--- config.mk ---
export PLATFORM = sky130hd
export DESIGN_NAME = streaming_fifo_wm
export DESIGN_NICKNAME = d
export VERILOG_FILES = /design/src/rtl/streaming_fifo_wm.sv
export SDC_FILE = /design/constraint.sdc
export NUM_CORES = 2
export LEC_CHECK = 0
export CORE_MARGIN = 8
export CORE_UTILIZATION = 30
export CTS_BUF_LIST = sky130_fd_sc_hd__clkbuf_16
export DETAILED_ROUTE_END_ITERATION = 8
export MAX_ROUTING_LAYER = met4
export PLACE_DENSITY = 0.55
export SLEW_MARGIN = 20
export SYNTH_ARGS = -nofsm -noshare
export SYNTH_HDL_FRONTEND = slang
export SYNTH_SLANG_ARGS = --single-unit
export TNS_END_PERCENT = 5
--- constraint.sdc ---
create_clock -name ap_clk -period 5.5 [get_ports ap_clk]
set_input_delay 0.825 -clock ap_clk [delete_from_list [all_inputs] [get_ports ap_clk]]
set_output_delay 0.825 -clock ap_clk [all_outputs]
set_load 0.05 [all_outputs]
--- src/rtl/streaming_fifo_wm.sv ---
// streaming_fifo_wm: AXI-Stream FIFO with occupancy telemetry.
//   Circular buffer of DEPTH x WIDTH (any DEPTH >= 2, pointers wrap explicitly).
//   ap_clk/ap_rst_n    : clock, synchronous active-low reset
//   flush              : drop all stored beats (maxcount kept unless cleared)
//   maxcount_clr       : restart high-watermark from the next occupancy
//   in0_V_*            : upstream stream (TREADY registered)
//   out_V_*            : downstream stream (TVALID registered, TDATA = mem[rp])
//   count/maxcount     : current / peak occupancy
//   almost_full/empty  : registered threshold flags on occupancy
module streaming_fifo_wm #(
  parameter int WIDTH     = 72,
  parameter int DEPTH     = 32,
  parameter int AF_THRESH = DEPTH - 2,
  parameter int AE_THRESH = 1,
  parameter int CW        = $clog2(DEPTH + 1)
) (
  input  logic             ap_clk,
  input  logic             ap_rst_n,
  input  logic             flush,
  input  logic             maxcount_clr,
  input  logic [WIDTH-1:0] in0_V_TDATA,
  input  logic             in0_V_TVALID,
  output logic             in0_V_TREADY,
  output logic [WIDTH-1:0] out_V_TDATA,
  output logic             out_V_TVALID,
  input  logic             out_V_TREADY,
  output logic [CW-1:0]    count,
  output logic [CW-1:0]    maxcount,
  output logic             almost_full,
  output logic             almost_empty
);
  localparam int PW = $clog2(DEPTH);

  logic [WIDTH-1:0] mem_q [DEPTH];
  logic [PW-1:0]    wp_q, wp_d, rp_q, rp_d;
  logic [CW-1:0]    count_q, count_d, maxcount_q, maxcount_d;
  logic [CW:0]      cnt_nxt;
  logic             tready_q, tready_d, tvalid_q, tvalid_d;
  logic             af_q, af_d, ae_q, ae_d;
  logic             push, pop;

  // Handshakes only see registered ready/valid, so nothing is combinational
  // from the stream inputs to the stream outputs.
  assign push = in0_V_TVALID & tready_q;
  assign pop  = tvalid_q & out_V_TREADY;

  always_comb begin
    wp_d    = wp_q;
    rp_d    = rp_q;
    cnt_nxt = {1'b0, count_q};
    if (flush) begin
      wp_d    = '0;
      rp_d    = '0;
      cnt_nxt = '0;
    end else begin
      if (push) wp_d = (wp_q == PW'(DEPTH - 1)) ? '0 : wp_q + PW'(1);
      if (pop)  rp_d = (rp_q == PW'(DEPTH - 1)) ? '0 : rp_q + PW'(1);
      cnt_nxt = {1'b0, count_q} + {{CW{1'b0}}, push} - {{CW{1'b0}}, pop};
    end
    count_d    = cnt_nxt[CW-1:0];
    // Clear loads the post-flush occupancy, so flush+clear yields 0.
    maxcount_d = maxcount_clr ? count_d
               : ((count_d > maxcount_q) ? count_d : maxcount_q);
    tready_d   = cnt_nxt < (CW+1)'(DEPTH);
    tvalid_d   = cnt_nxt != '0;
    af_d       = cnt_nxt >= (CW+1)'(AF_THRESH);
    ae_d       = cnt_nxt <= (CW+1)'(AE_THRESH);
  end

  always_ff @(posedge ap_clk) begin
    if (!ap_rst_n) begin
      wp_q       <= '0;
      rp_q       <= '0;
      count_q    <= '0;
      maxcount_q <= '0;
      tready_q   <= 1'b0;
      tvalid_q   <= 1'b0;
      af_q       <= (AF_THRESH == 0);
      ae_q       <= 1'b1;  // occupancy 0 is always <= a non-negative threshold
    end else begin
      wp_q       <= wp_d;
      rp_q       <= rp_d;
      count_q    <= count_d;
      maxcount_q <= maxcount_d;
      tready_q   <= tready_d;
      tvalid_q   <= tvalid_d;
      af_q       <= af_d;
      ae_q       <= ae_d;
    end
  end

  // Storage carries no reset; only the pointers define what is valid.
  always_ff @(posedge ap_clk) begin
    if (ap_rst_n && push && !flush) mem_q[wp_q] <= in0_V_TDATA;
  end

  assign out_V_TDATA  = mem_q[rp_q];
  assign out_V_TVALID = tvalid_q;
  assign in0_V_TREADY = tready_q;
  assign count        = count_q;
  assign maxcount     = maxcount_q;
  assign almost_full  = af_q;
  assign almost_empty = ae_q;
endmodule

==> metrics.yaml <==
setup_path:
  cp_cell_sequence: "nand2b_1 -> buf_4 -> o22ai_1 -> a221o_1 -> clkdlybuf4s50_1"
  worstPathArrival_ns: 4.24
  path_max_fanout: 25
  worstReg2RegEnd: "maxcount[2]$_SDFFE_PN0P_"
  r2r_slack_ns: 1.40
  critPathCaptureType: "output port"
  slowest_delay_ns: 0.88
  required_ns: 4.68
  critical-path-slowest-cell: "clkdlybuf4s50_1"
  worstReg2RegStart: "in0_V_TREADY$_SDFF_PN0_"
  crit_type: "register to output port"
  start_kind: "register"
  r2r.worst_path.cells: 15
cts:
  cts_buffer_depth: 4
  h-tree-depth: 4
  clock_sinks: 2335
  clk_pin_slew_worst_paths_ns: 0.06
  tritoncts: "done"
  ctsResizeCount: 0
  hold_buffers: 0
  cts_buffers: 233
  insertion_delay_ns: 0.86
  cts_setup_buffers: 0
  root_buffer: "clkbuf_16"
min_path:
  min_from: "in0_V_TDATA[51]"
  hold_class: "primary input to register"
  worstHoldEndpoint: "mem_q[18][51]$_DFFE_PP_"
  worstHoldPathCells: 1
timing:
  grt_setup_unrepaired: "no"
  hold_viol: 0
  worst_pin_slew_ns: 1.08
  layout_setup_ws_ns: 0.438
  post-route-period-util_pct: 92.0
  slew_headroom_pct: 27.7
  layout_min_cycle_time_ns: 5.06
  finalMaxSlewViolations: 0
  setup_violations: 0
  finClkSkew_ns: 0.0371
  fin_tns_setup_ns: 0
  max_freq_ghz: 0.198
floorplan:
  coreArea_sq_mm: 0.296
  rows: 200
  die_x_um: 561
  die_h_um: 561
  die-area_sq_mm: 0.314
  start_util_pct: 30.1
  ioPinCount: 166
routing:
  avgViaCountPerCell: 5.00
  dr.pass1.iters: 5
  antenna_left: 0
  drc: 0
  drt-initial-drc-count: 4046
  drt-wirelength-per-cell_um: 28.4
  via_count: 40600
  routed_wl_um: 230000
logic_synthesis:
  synth_seq_area_share_pct: 78.4
  syn-num-nets: 3732
  syn-instance-count: 3634
  yosys.area.top_type: "edfxtp_1"
  postSynth.asyncResetShare_pct: 0
  yosysWarnings: 0
  synth_top_area_share_pct: 77.7
  synthTopCellsByArea: "edfxtp_1, mux4_2, mux2_2"
  yosysUniqueCellTypes: 52
  syn-cell-area_sq_mm: 0.0890
  ys.flop_type: "edfxtp_1"
  avgSynthCellArea_sq_um: 24.5
  synth_edf_count: 2304
  ys_ff_latch: 2335
placed_design:
  gp_congestion: 0.725
  hpwl_um: 111000
  pre_cts_ws_ns: 0.486
  io_buffers: 165
  dpl-instance-area_sq_mm: 0.0967
global_route:
  grtUsageTotal_pct: 14.7
  grt_max_degree: 88
  antenna_found_initial: 37
  grt_pass1_vias: 42900
  grt_pass1_wl_um: 323000
  gr-total-overflow: 0
power:
  finalPower_uw: 36300
  ir_drop_mv: 0.337
  power_leakage_uw: 0.0305
  cellPowerDensity_mw_per_mm2: 350
cells_and_area:
  multi_input_area_sq_mm: 0.0186
  area_growth_pct: 16.6
  mostFrequentLayoutCell: "edfxtp_1"
  final_area_sq_mm: 0.104
  drive_gt1_share_pct: 30.2
  nets: 4069
  regArea_sq_mm: 0.0698
  fill_cells: 27000
  layout.cells.most_common_list: "edfxtp_1, mux4_2, clkbuf_16"
flow_run:
  maxCapViolCount: 0
status:
  outcome: "finished, final reports clean"
[where the power goes]
group | internal [uW] | switching [uW]
clock network | 8460 | 6630
logic | 629 | 947
registers | 19600 | 43.5
[per-layer routing]
| metal | global-route usage [%] | part of all wire, % |
|---|---|---|
| met5 | - | 0 |
| met4 | 3.00 | 1.8 |
| met3 | 2.61 | 6.2 |
| met2 | 23.7 | 49 |
| met1 | 19.5 | 43 |
[cells by family after synthesis]
| family | synth area share, % |
|---|---|
| muxes | 18.6 |
| DFF | 78.4 |
| and+or+nand+nor | 0.651 |
| adders and majority gates | 0.289 |
| buffers and inverters | 1.04 |
| AOI/OAI and AO/OA | 0.967 |
| xor gates and xnor gates | 0.0394 |
[how the worst max path moves through the flow]
stage | from | endpoint | slack (ns) | cells past startpoint
3_5_place_dp | in0_V_TVALID | maxcount[4]$_SDFFE_PN0P_ | 0.49 | 16
2_1_floorplan | flush | mem_q[29][0]$_DFFE_PP_ | 0.40 | 5
5_1_grt | register | out_V_TDATA[45] | 0.27 | 7
3_3_place_gp | in0_V_TVALID | maxcount[0]$_SDFFE_PN0P_ | 0.54 | 16
6_report | register | out_V_TDATA[10] | 0.44 | 5
4_1_cts | register | out_V_TDATA[68] | 0.30 | 4
[critical path: cells and delay by family, from the launching register on]
family / cells / cell delay, ns
flip-flops: 1 / 0.79
AND/OR/NAND/NOR: 1 / 0.60
buffers and inverters: 2 / 1.28
AO/OA/AOI/OAI: 2 / 0.62
[layout make-up]
class / instances / area share [%]
tap: 3939 / 4.75
clock inverter: 185 / 1.23
clock buffer: 235 / 5.66
multi-input combinational: 1094 / 17.9
antenna: 16 / 0.0386
timing repair buffer: 289 / 3.15
sequential: 2335 / 67.2
inverter: 18 / 0.0651
[synthesized netlist by cell type (2+ instances only)]
cell type	instances
dfxtp_1	31
mux4_2	644
buf_6	3
nand3b_1	3
nor2_1	51
a221o_1	38
mux2_2	114
clkbuf_1	86
nand3_1	9
nor3b_1	2
buf_2	58
or3_1	3
nand2_1	18
buf_1	24
and3_1	2
o21a_1	2
xor2_1	3
nor2b_1	5
or2_2	2
a21oi_1	16
nor3_1	5
ha_1	19
a21o_1	2
nand4_1	2
o22ai_1	39
a31oi_1	2
mux2i_1	78
inv_1	18
o21ai_0	6
buf_4	16
or4b_2	2
and2_1	5
nand2b_1	4
edfxtp_1	2304
[sequential cells by signal, summed over array words and instances, names as in the netlist, named ones only]
name          cells
rp_q              5
mem_q          2304
maxcount          6
wp_q              5
almost_full       1
in0_V_TREADY      1
count             6
out_V_TVALID      1
almost_empty      1
[through the flow]
step	instances	hold WS (ns)	utilization, %
after floorplan	3634	0.463	-
after global placement	7675	0.477	32.7
after detailed placement	7675	0.495	32.7
after CTS	8095	0.507	35.1
after global routing	8110	0.479	35.1
final	8111	0.489	35.1
No activity file was read; power rests on OpenSTA's default activity.
